==> src/rtl/ifq_fetch_seq.sv <==
// Instruction fetch sequencer.
// Requests one 128-bit cache line at a time, then drains it word by word
// into the instruction FIFO. When the FIFO is empty and dispatch is waiting,
// a word can go straight to dispatch instead of through the FIFO.
// A branch redirect flushes everything and refetches from the target.
module ifq_fetch_seq #(
    parameter logic [31:0] RESET_PC = 32'h0000_0000
) (
    input  logic         clk,
    input  logic         reset,
    output logic [31:0]  pc_in,
    output logic         cache_rd_en,
    output logic         cache_abort,
    input  logic [127:0] dout,
    input  logic         dout_valid,
    output logic         push,
    output logic [31:0]  push_data,
    output logic [31:0]  push_pc,
    input  logic         fifo_full,
    input  logic         fifo_empty,
    input  logic         inst_rd_en,
    output logic         pop,
    output logic         bypass,
    input  logic [31:0]  jmp_branch_address,
    input  logic         jmp_branch_valid,
    output logic         flush,
    output logic [1:0]   state
);

    typedef enum logic [1:0] {
        IDLE  = 2'd0,
        REQ   = 2'd1,
        DRAIN = 2'd2
    } state_t;

    state_t        state_r;
    state_t        state_s;
    logic [31:0]   fetch_pc_r;
    logic [31:0]   fetch_pc_s;
    logic [127:0]  line_buf_r;
    logic [127:0]  line_buf_s;
    logic [1:0]    idx_s;
    logic          push_s;
    logic          bypass_s;
    logic          pop_s;
    logic          flush_s;
    logic          abort_s;
    logic          unused_addr_s;

    // Select 32-bit word k out of a cache line.
    function automatic logic [31:0] line_word(input logic [127:0] line,
                                              input logic [1:0]   k);
        logic [31:0] w;
        case (k)
            2'd0:    w = line[31:0];
            2'd1:    w = line[63:32];
            2'd2:    w = line[95:64];
            2'd3:    w = line[127:96];
            default: w = 32'h0000_0000;
        endcase
        return w;
    endfunction

    // The word index is simply the word offset of the fetch address.
    assign idx_s = fetch_pc_r[3:2];

    // Redirect targets are word aligned; the byte offset bits are dropped.
    assign unused_addr_s = ^jmp_branch_address[1:0];

    // Next-state, next-data and strobe decode; redirect overrides everything.
    always_comb begin
        state_s    = state_r;
        fetch_pc_s = fetch_pc_r;
        line_buf_s = line_buf_r;
        push_s     = 1'b0;
        bypass_s   = 1'b0;
        pop_s      = 1'b0;
        flush_s    = 1'b0;
        abort_s    = 1'b0;
        if (reset) begin
            // Inputs are ignored while reset is held; the register block
            // loads the reset values.
            state_s = IDLE;
        end else if (jmp_branch_valid) begin
            flush_s    = 1'b1;
            abort_s    = (state_r == REQ);
            fetch_pc_s = {jmp_branch_address[31:2], 2'b00};
            // The flush empties the FIFO, so fifo_full is irrelevant here.
            state_s    = REQ;
        end else begin
            pop_s = inst_rd_en & ~fifo_empty;
            case (state_r)
                IDLE: begin
                    if (!fifo_full) begin
                        state_s = REQ;
                    end else begin
                        state_s = IDLE;
                    end
                end
                REQ: begin
                    if (dout_valid) begin
                        line_buf_s = dout;
                        state_s    = DRAIN;
                    end else begin
                        state_s = REQ;
                    end
                end
                DRAIN: begin
                    if (!fifo_full) begin
                        if (fifo_empty && inst_rd_en) begin
                            bypass_s = 1'b1;
                        end else begin
                            push_s = 1'b1;
                        end
                        fetch_pc_s = fetch_pc_r + 32'd4;
                        // A delivery only happens with room in the FIFO,
                        // so finishing the line always goes straight to REQ.
                        if (idx_s == 2'd3) begin
                            state_s = REQ;
                        end else begin
                            state_s = DRAIN;
                        end
                    end else begin
                        state_s = DRAIN;
                    end
                end
                default: begin
                    state_s = IDLE;
                end
            endcase
        end
    end

    // State, fetch address and line buffer registers with synchronous reset.
    always_ff @(posedge clk) begin
        if (reset) begin
            state_r    <= IDLE;
            fetch_pc_r <= RESET_PC;
            line_buf_r <= 128'h0;
        end else begin
            state_r    <= state_s;
            fetch_pc_r <= fetch_pc_s;
            line_buf_r <= line_buf_s;
        end
    end

    assign state       = state_r;
    assign cache_rd_en = (state_r == REQ);
    assign pc_in       = {fetch_pc_r[31:4], 4'b0000};
    assign push_data   = line_word(line_buf_r, idx_s);
    assign push_pc     = fetch_pc_r;
    assign push        = push_s;
    assign bypass      = bypass_s;
    assign pop         = pop_s;
    assign flush       = flush_s;
    assign cache_abort = abort_s;

endmodule

==> config.mk <==
export PLATFORM = sky130hd
export DESIGN_NAME = ifq_fetch_seq
export DESIGN_NICKNAME = d
export VERILOG_FILES = /design/src/rtl/ifq_fetch_seq.sv
export SDC_FILE = /design/constraint.sdc
export NUM_CORES = 1
export LEC_CHECK = 0
export CAP_MARGIN = 20
export CORE_ASPECT_RATIO = 0.6
export CORE_MARGIN = 2
export CORE_UTILIZATION = 45
export CTS_CLUSTER_SIZE = 16
export DETAILED_ROUTE_END_ITERATION = 8
export PLACE_DENSITY_LB_ADDON = 0.12
export SLEW_MARGIN = 10
export SYNTH_ARGS = -nofsm -noshare
export SYNTH_HDL_FRONTEND = slang
export SYNTH_SLANG_ARGS = --single-unit
==> constraint.sdc <==
create_clock -name clk -period 2.7 [get_ports clk]
set_clock_uncertainty 0.05 [all_clocks]
set_input_delay 0.54 -clock clk [delete_from_list [all_inputs] [get_ports clk]]
set_output_delay 0.54 -clock clk [all_outputs]
set_load 0.02 [all_outputs]
Word-level counts from Yosys, hierarchy flattened
Cells that the tools add are included.
Word-level totals
  output and inout port bits: 104
  flip-flop bits (word level): 162
  bits of input ports: 167
  word-level logic and storage cells: 50
Operators by class
  eq/ne operators: 6
  multiplexer cells: 26
  reductions and logical operators: 8
  add/sub/neg operators: 1
  bitwise gates (word level): 4
Operators by type and width (count)
  one-hot mux 32 bit (4 select lines): 1
  2-to-1 mux 32 bit: 3
  adder 32 x 3 -> 32 bit (second input constant): 1
  2-to-1 mux 1 bit: 18
  equality test 2 bit (second input constant): 3
  2-to-1 mux 2 bit: 3
  one-hot mux 2 bit (3 select lines): 1
  equality test 2 x 1 -> 1 bit (second input constant): 2
  zero test 2 bit: 2
  AND reduction 2 bit: 2
  NOT 1 bit: 3
  AND reduction 3 bit: 1
  != test 2 x 1 -> 1 bit (second input constant): 1
  nonzero test 2 bit: 1
  OR reduction 2 bit: 1
  bitwise AND 1 bit: 1
  logical AND 1 bit: 1

Logic depth before layout (Yosys ltp)
Gate-level depths: netlist of the first run.
  depth after elaboration: 6
  mapped depth: 6
  gate-level depth less buffers: 5

Least setup slack after synthesis of the first run
OpenSTA, ideal clock, no wires.
  kind: register to output
  start: register fetch_pc_r[2], in the netlist push_pc[2]
  end: output push_data[0]
  cell stages (with the launch flop): 6
  data required time: 2.110 ns
  setup slack: 0.274 ns
  path buffers: 2
  arrival: 1.836 ns
  cell sequence: dfxtp_1 > inv_1 > ha_1 > clkbuf_1 > buf_1 > mux2i_1
On the way
  word-level cells in the longest chain between the ends: 2
RTL lines
  from (decl): RTL line 38  | logic [31:0] fetch_pc_r;
  from (signal assigned): RTL line 142  | fetch_pc_r <= fetch_pc_s;
  equality test 2 bit, or another cell as far along: RTL line 54  | case (k)
  one-hot mux 32 bit (4 select lines) *: RTL line 54
  to (decl): RTL line 17  | output logic [31:0] push_data,
Mark *: on every way between the ends. The rest lies on a longest branch, timed or not.

Worst setup path after layout of the first run
  start: input jmp_branch_valid
  end: output flush
On the way
  word-level cells in the longest chain between the ends: 2
RTL lines
  from (decl): RTL line 25  | input logic jmp_branch_valid,
  2-to-1 mux 1 bit: RTL line 84  | end else if (jmp_branch_valid) begin
  2-to-1 mux 1 bit: RTL line 80  | if (reset) begin
  to (decl): RTL line 26  | output logic flush,
No other way between the ends.

==> impl_metrics.toml, run 1 <==
[outcome]
status = "finished, final reports clean"

[pwr]
combPwrFrac_pct = 15.9
cellLeakagePower_uw = 0.00384
p_seq_share_pct = 43.4
clkPwrFrac_pct = 40.7
internal_power_uw = 4240
swShare_pct = 27.3
ir_drop_mv = 0.354
powerDensity_nw_per_um2 = 546
power.switching_uw = 1590

[sta]
min_period_ns = 2.64
relSlewSlack_pct = 54.7
setup_viol = 0
setup_tns_ns = 0
drv_slew = 0
finalHoldViolCount = 0
clock.fmax_mhz = 378
rsz0062_at_grt = "false"
setup_ws_ns = 0.0553
fin_crit_sh_pct = 98.0
worst_slew_pin_slew_ns = 0.673

[grt]
grt_use_total_pct = 26.0
busiest_layer = "met2"
grt_overflow = 0
grt_max_degree = 129
met2_usage_pct = 38.0
antenna_found_initial = 0
grt.met3_usage_pct = 6.93
grt_pass1_vias = 6826
grt_use_met1_pct = 37.9
grt_first_pass_wirelength_mm = 35.8

[route]
dr.first_iter.drc_count = 795
first_pass_iters = 5
ant_nets = 0
vias = 7516
post-route-drc-count = 0
viasPerCell = 5.38
drt-wirelength-per-cell_um = 16.5
wl_mm = 23.1

[synthesis]
synth.yosys.seq_area_share_pct = 43.3
synthFlopType = "dfxtp_1"
synth_edf_count = 0
yosysMostFrequentCell = "nand2_1"
synth_warnings = 0
synth.avg_cell_area_sq_um = 7.74
syn_area_sq_um = 7390
yosys.area.top_type = "dfxtp_1"
ys_ff_latch = 160
synth_async_sr_flop_share_pct = 0
postSynthCellCount = 955
synthTopCellsByArea = "dfxtp_1, nand2_1, a21oi_1"
yosysTopAreaCellShare_pct = 43.3
yosysUniqueCellTypes = 54
synth_common_cells = "nand2_1, dfxtp_1, a21oi_1"

[floorplan]
row_count = 36
die_h_um = 103
io_pins = 271
coreArea_sq_um = 16200
fp.dieW_um = 169
fp.dieArea_sq_um = 17500
start_util_pct = 45.7

[placement]
dp_slack_ns = -0.136
hpwl_mm = 16.1
portBuffers = 262
dp_cells = 1366
place_congestion = 0.870

[cells_and_area]
instances_no_fill = 1398
nFillCells = 1413
layout.nets = 1347
multi_input_area_sq_um = 3560
syn_to_final_growth_pct = 44.4
drive_above_1_share_pct = 9.34
regArea_sq_um = 3200
diodes = 0

[critical_path]
cp.arrival_ns = 2.05
cp_max_fo = 4
setup.worst_path.class = "input pin to primary output"
worstPathRequired_ns = 2.11
regToRegSetupSlack_ns = 0.34
cp-end-kind = "primary output"
critPathLaunchType = "input pin"

[cts]
path_clk_slew_ns = 0.07
clockRootBuffer = "clkbuf_16"
cts.hold.buffers_added = 0
insertion_delay_ns = 0.41
cts_tree = "yes"
ctsLongestPathBuffers = 2
h-tree-depth = 4
clock_sinks = 160
numCtsBuffers = 17
cts_setup_buffers = 0

[min_path]
hold_class = "flip-flop to flip-flop"

[flow_run]
maxCapViolCount = 0
[routing by layer]
metal / vias up / routed length (um)
li1: 3714 / -
met1: 3438 / 11000
met2: 341 / 9510
met3: 23 / 2330
met4: 0 / 283
met5: - / 0
[registers in the layout, indices dropped and copies added, names as in the netlist]
signal / flops
line_buf_r: 128
push_pc: 30
state: 2
[through the flow]
step / power, uW / utilization [%] / instance area [sq um] / hold slack (ns)
after floorplan: 3010 / - / 7410 / 0.386
final: 5830 / 66.0 / 10700 / 0.403
after global routing: 6050 / 66.0 / 10700 / 0.419
after CTS: 5860 / 66.5 / 10800 / 0.405
after detailed placement: 3520 / 63.2 / 10200 / 0.396
after global placement: 3510 / 63.2 / 10200 / 0.391
[placed cells by master (no fill, tap or decap), types with 3 or more instances in the layout]
cell	Yosys	layout
buf_4	34	30
and3_1	4	3
nor2_1	28	27
xnor2_1	4	4
inv_1	41	41
inv_8	0	4
inv_6	0	3
or4_1	4	4
nand3_1	12	11
clkinv_4	0	3
dfxtp_1	160	159
a211oi_1	12	12
and4_1	4	4
a222oi_1	32	32
clkdlybuf4s50_1	0	225
xor2_1	6	6
o21ai_0	5	5
a311oi_1	9	9
clkbuf_16	0	17
or3_1	6	6
buf_12	0	10
o31ai_1	5	5
nor4_1	8	7
buf_2	2	3
clkbuf_2	0	22
conb_1	1	6
nand2_1	281	281
dlygate4sd2_1	0	3
a31oi_1	3	3
nor3_1	4	4
mux2i_1	32	32
a21oi_1	138	138
nand4_1	14	14
and2_1	4	4
clkdlybuf4s15_1	0	7
[cell type report]
type	instances	share of cell area [%]
clock buffers	18	4.02
clock inverters	14	1.38
inverters	42	1.48
multi-input cells	654	33.4
flip-flops and latches	160	30.0
well taps	209	2.45
repair buffers	301	27.3
[critical path, cell delays in order]
cell and delay [ns]:
clkdlybuf4s50_1 0.54, inv_2 0.06, nor2_2 0.16, buf_4 0.16
clkdlybuf4s50_1 0.59
[what timing repair did]
item,in CTS,in global routing
endpoints found under the setup margin,35,33
pin swaps,1,18
resized for setup,41,57
[path summary, 6_finish.rpt]
check	cells after the start	end	start
max reg2reg	6	push_pc[28]	push_pc[3]
min reg2reg	2	line_buf_r[29]	line_buf_r[29]
max	5	flush	jmp_branch_valid
min	2	line_buf_r[29]	line_buf_r[29]
[cells by family (layout without fill, tap and decap cells)]
kind of cell	after synthesis	count (layout)	share of synthesized area [%]
other	1	6	0.0507
DFF	160	160	43.3
buffers and inverters	146	375	9.18
muxes	32	32	4.33
adders and majority gates	4	4	0.677
xor gates and xnor gates	10	10	1.18
AOI/OAI and AO/OA	218	218	18.8
and+or+nand+nor	384	384	22.5
[power by group through the flow]
stage / clock (uW) / combinational [uW] / sequential (uW)
floorplan: 0 / 406 / 2610
global placement: 0 / 933 / 2580
detailed placement: 0 / 937 / 2580
CTS: 2400 / 932 / 2530
global route: 2510 / 993 / 2540
finish: 2370 / 927 / 2530
(Power assumes the default switching activity.)
==> run 2: changes to the inputs <==
Settings changed: CORE_MARGIN 2 to 1.
==> run 2 against run 1 <==
Effect of this change:
- total power rose by 2.5%
- core utilization is 2.7 points higher
- clock-buffer cell count fell by 1
- via count up 1.2%
- hold slack worse by 0.00093 ns
- wire length rose by 4.6%
- final cell count fell by 0.50%
- largest cell class unchanged
- largest power group unchanged
==> impl_metrics.toml, run 2 (same netlist as run 1, synthesis figures left out) <==
[critical_path]
regToRegSetupSlack_ns = 0.34
cp-end-kind = "primary output"
worstPathRequired_ns = 2.11
cp.arrival_ns = 2.06
critPathLaunchType = "flip-flop"
setup.worst_path.class = "flip-flop to primary output"
worstSetupStartpoint = "push_pc[2]"
cp_max_fo = 9
rr_startpoint = "push_pc[2]"

[pwr]
internal_power_uw = 4410
power.switching_uw = 1560
clkPwrFrac_pct = 41.8
powerDensity_nw_per_um2 = 555
ir_drop_mv = 0.347
swShare_pct = 26.2
combPwrFrac_pct = 15.8
cellLeakagePower_uw = 0.00388
p_seq_share_pct = 42.4
p_total_uw = 5970

[floorplan]
io_pins = 271
fp.dieArea_sq_um = 17000
coreArea_sq_um = 15700
row_count = 35
start_util_pct = 47.1
die_h_um = 101
fp.dieW_um = 167

[sta]
drv_slew = 0
relSlewSlack_pct = 55.5
fin_crit_sh_pct = 98.1
setup_viol = 0
finalHoldViolCount = 0
rsz0062_at_grt = "false"
min_period_ns = 2.65
worst_slew_pin_slew_ns = 0.668
clock.fmax_mhz = 378

[route]
vias = 7606
ant_nets = 0
first_pass_iters = 7
drt-wirelength-per-cell_um = 17.4
viasPerCell = 5.47
wl_mm = 24.2
post-route-drc-count = 0
dr.first_iter.drc_count = 915

[cts]
clockRootBuffer = "clkbuf_16"
h-tree-depth = 4
numCtsBuffers = 17
ctsLongestPathBuffers = 2
cts_tree = "yes"
path_clk_slew_ns = 0.07
insertion_delay_ns = 0.41
clock_sinks = 160

[cells_and_area]
syn_to_final_growth_pct = 45.6
drive_above_1_share_pct = 9.34
layout_commonest_cell = "nand2_1"
layout.nets = 1347
instances_no_fill = 1391
mostFrequentLayoutCells = "nand2_1, clkdlybuf4s50_1, dfxtp_1, a21oi_1, inv_1"
top_register = "line_buf_r"
fin_area_sq_um = 10800
diodes = 0
nFillCells = 1323
largest_reg_flops = 128

[min_path]
min-delay-start = "line_buf_r[34]"
hold_class = "flip-flop to flip-flop"

[grt]
grt_use_total_pct = 27.6
grt_overflow = 0
grt_max_degree = 129
antenna_found_initial = 0
grt_first_pass_wirelength_mm = 37.0
grt_pass1_vias = 6936

[placement]
hpwl_mm = 16.2
portBuffers = 262
place_congestion = 0.920
place_area_sq_um = 10200
dp_cells = 1358

[flow_run]
maxCapViolCount = 0

[outcome]
status = "finished, final reports clean"
## run 2: per-layer routing
layer	GRT usage, %	share of wire, %
met4	6.35	0.78
met2	40.4	42
met1	40.6	47
met5	0	0
met3	6.80	10
## run 2: power groups by stage
stage	combinational, uW	sequential, uW	clock, uW
3_5_place_dp	931	2580	0
5_1_grt	1000	2540	2630
3_3_place_gp	926	2580	0
6_report	944	2530	2490
2_1_floorplan	406	2610	0
4_1_cts	930	2530	2530
## run 2: path summary, 6_finish.rpt
path,end,depth (start not counted)
max,push_data[29],6
min,line_buf_r[34],2
max reg2reg,push_pc[22],8
min reg2reg,line_buf_r[34],2
## run 2: area by class of cell
cell class              instances  area [sq um]  share of cell area [%]
clock buffers                  17           425                    3.95
inverters                      42           158                    1.46
flip-flops and latches        160          3210                    29.8
multi-input cells             654          3580                    33.3
repair buffers                301          2950                    27.4
clock inverters                14           183                    1.70
well taps                     203           254                    2.36
## run 2: worst max-delay path, stage by stage (launching register included)
cell and delay (ns):
dfxtp_2 0.33, buf_4 0.16, ha_4 0.19, buf_4 0.18
a222oi_1 0.36, mux2i_1 0.13, clkdlybuf4s15_1 0.30
## run 2: metrics by stage
step | util, % | TNS [ns] | hold WS, ns | worst slack, ns
2_1_floorplan | - | 0 | 0.386 | 0.274
3_3_place_gp | 64.9 | -0.240 | 0.392 | -0.140
3_5_place_dp | 64.9 | -0.467 | 0.397 | -0.175
4_1_cts | 68.7 | -0.0252 | 0.406 | -0.0252
5_1_grt | 68.7 | 0 | 0.418 | 0.00238
6_report | 68.7 | 0 | 0.402 | 0.0514
## run 2: what timing repair did
action                     4_1_cts  5_1_grt
cloned                           0        2
resized for setup               59       42
buffers inserted                 0        0
hold buffers                     0        0
pin swaps                        7        9
setup endpoints to repair       35       34
==> run 3: changes to the inputs <==
Settings changed: ABC_AREA set to 1, CORE_UTILIZATION 45 to 46.
==> run 3 against run 2 <==
Effect of this change:
- the run now ends with setup timing left
- total power shrank 0.47%
- non-clock buffer count shrank 11
- via count grew 5.9%
- sequential share of layout area shrank 0.68 points
- synthesized cell count grew 15%
==> impl_metrics.toml, run 3 <==
[sta]
setup_viol = 1
finalHoldViolCount = 0
setup_tns_ns = -0.0188
drv_slew = 0
holdWs_ns = 0.433
clock.fmax_mhz = 368
min_period_ns = 2.72
rsz0062_at_grt = "true"
fin_crit_sh_pct = 101
setup_ws_ns = -0.0188

[synthesis]
synth.avg_cell_area_sq_um = 7.08
synth_async_sr_flop_share_pct = 0
yosysTopAreaCellShare_pct = 41.1
synth_edf_count = 0
yosysUniqueCellTypes = 35
ys_ff_latch = 160
synthFlopType = "dfxtp_1"
synth_common_cells = "nor2_1, dfxtp_1, o21ai_0"
postSynthCellCount = 1100
synthTopCellsByArea = "dfxtp_1, nor2_1, o21ai_0"
synth.yosys.seq_area_share_pct = 41.1
synth_warnings = 0
yosys.area.top_type = "dfxtp_1"
syn_area_sq_um = 7790
yosysMostFrequentCell = "nor2_1"

[min_path]
hold_class = "flip-flop to flip-flop"

[floorplan]
die_h_um = 103
fp.dieW_um = 170
coreArea_sq_um = 16400
io_pins = 271
fp.dieArea_sq_um = 17500
row_count = 36
start_util_pct = 47.5

[grt]
grt_overflow = 0
busiest_layer = "met1"
grt_first_pass_wirelength_mm = 39.3
grt_use_met1_pct = 48.6
grt_pass1_vias = 7058
grt_use_total_pct = 30.2
met2_usage_pct = 36.1
grt.met3_usage_pct = 9.71
antenna_found_initial = 0
grt_max_degree = 132

[cts]
numCtsBuffers = 17
cts_tree = "yes"
clockRootBuffer = "clkbuf_16"
clock_sinks = 160
ctsLongestPathBuffers = 2
insertion_delay_ns = 0.42
path_clk_slew_ns = 0.07
h-tree-depth = 4
cts.hold.buffers_added = 0

[pwr]
cellLeakagePower_uw = 0.00424
ir_drop_mv = 0.432
powerDensity_nw_per_um2 = 541

[route]
ant_nets = 0
viasPerCell = 5.19
vias = 8052
dr.first_iter.drc_count = 876
wl_mm = 26.6
drt-wirelength-per-cell_um = 17.2
post-route-drc-count = 0
first_pass_iters = 5

[critical_path]
critPathLaunchType = "flip-flop"
cp_max_fo = 32
worstPathRequired_ns = 2.11
setup.worst_path.class = "flip-flop to primary output"
cp.arrival_ns = 2.13
cp-end-kind = "primary output"

[cells_and_area]
top_register = "line_buf_r"
fin_area_sq_um = 11000
syn_to_final_growth_pct = 41.1
drive_above_1_share_pct = 11.3
largest_reg_flops = 128
layout.nets = 1482
layout_commonest_cell = "nor2_1"
fin_util_pct = 67.1
diodes = 0
mostFrequentLayoutCells = "nor2_1, clkdlybuf4s50_1, dfxtp_1, o21ai_0, nand2_1"

[placement]
hpwl_mm = 19.4
portBuffers = 262
place_congestion = 1.01
place_area_sq_um = 10400

[flow_run]
maxCapViolCount = 0

[outcome]
violations = "setup timing"
status = "complete, but fails checks"
-- run 3: cell types whose count changed in the layout (fill, tap and decap cells not counted), moves of 19 or more --
cell	previous run	this run
a222oi_1	32	0
o21ai_1	0	26
nor2_1	26	288
a21oi_1	138	35
nand2_1	281	141
nand3_1	11	30
o21ai_0	5	153
mux2i_1	32	0
a22o_1	0	28
-- run 3: critical path: stages (launching register included) --
cell and delay, ns:
dfxtp_1 0.37, inv_1 0.08, ha_1 0.23, buf_12 0.18, a22o_1 0.30, a21oi_2 0.18
o21ai_0 0.11, clkdlybuf4s15_2 0.26
-- run 3: cell families after synthesis --
group           synth area share [%]
compound gates                  20.1
xor+xnor                       0.787
fa+ha+maj                      0.642
buf+inv                         10.7
flops                           41.1
other cells                   0.0481
simple gates                    26.6
-- run 3: routing by layer --
layer | vias to the layer above | routed length [um]
li1 | 3994 | -
met1 | 3645 | 13800
met2 | 391 | 9400
met3 | 20 | 3160
met4 | 2 | 242
met5 | - | 77
-- run 3: layout make-up --
| cell class | instances | area, sq um |
|---|---|---|
| fillers | 1466 | 5400 |
| well taps | 228 | 285 |
| inverters | 46 | 175 |
| repair buffers | 290 | 2840 |
| clock inverters | 13 | 126 |
| multi-input cells | 796 | 3920 |
| clock buffers | 18 | 439 |
| flip-flops and latches | 160 | 3200 |
-- run 3: worst paths after layout --
path,start,end,slack (ns),cells past startpoint
worst max register to register,push_pc[3],push_pc[20],0.66,11
worst min register to register,line_buf_r[35],line_buf_r[35],0.43,2
worst min-delay path,line_buf_r[35],line_buf_r[35],0.43,2
worst max-delay path,push_pc[2],push_data[8],-0.02,7
-- run 3: report_power, final --
group / leakage, uW / switching [uW] / internal, uW / total [uW]
Combinational: 0.00266 / 510 / 495 / 1000
Clock: 0.000272 / 1050 / 1310 / 2360
Sequential: 0.00131 / 102 / 2480 / 2580
-- run 3: per-stage QoR --
stage / cells / power, uW / worst slack, ns
2_1_floorplan: 1105 / 3130 / 0.307
3_3_place_gp: 1519 / 3610 / -0.0209
3_5_place_dp: 1519 / 3630 / -0.0308
4_1_cts: 1550 / 5950 / -0.0395
5_1_grt: 1551 / 6160 / -0.0984
6_report: 1551 / 5940 / -0.0188
-- run 3: repair_timing --
| item | in CTS | in global routing |
|---|---|---|
| endpoints found under the hold margin | 0 | 0 |
| buffers inserted | 0 | 0 |
| gates cloned | 0 | 1 |
| endpoints found under the setup margin | 34 | 31 |
| resized for setup | 112 | 53 |
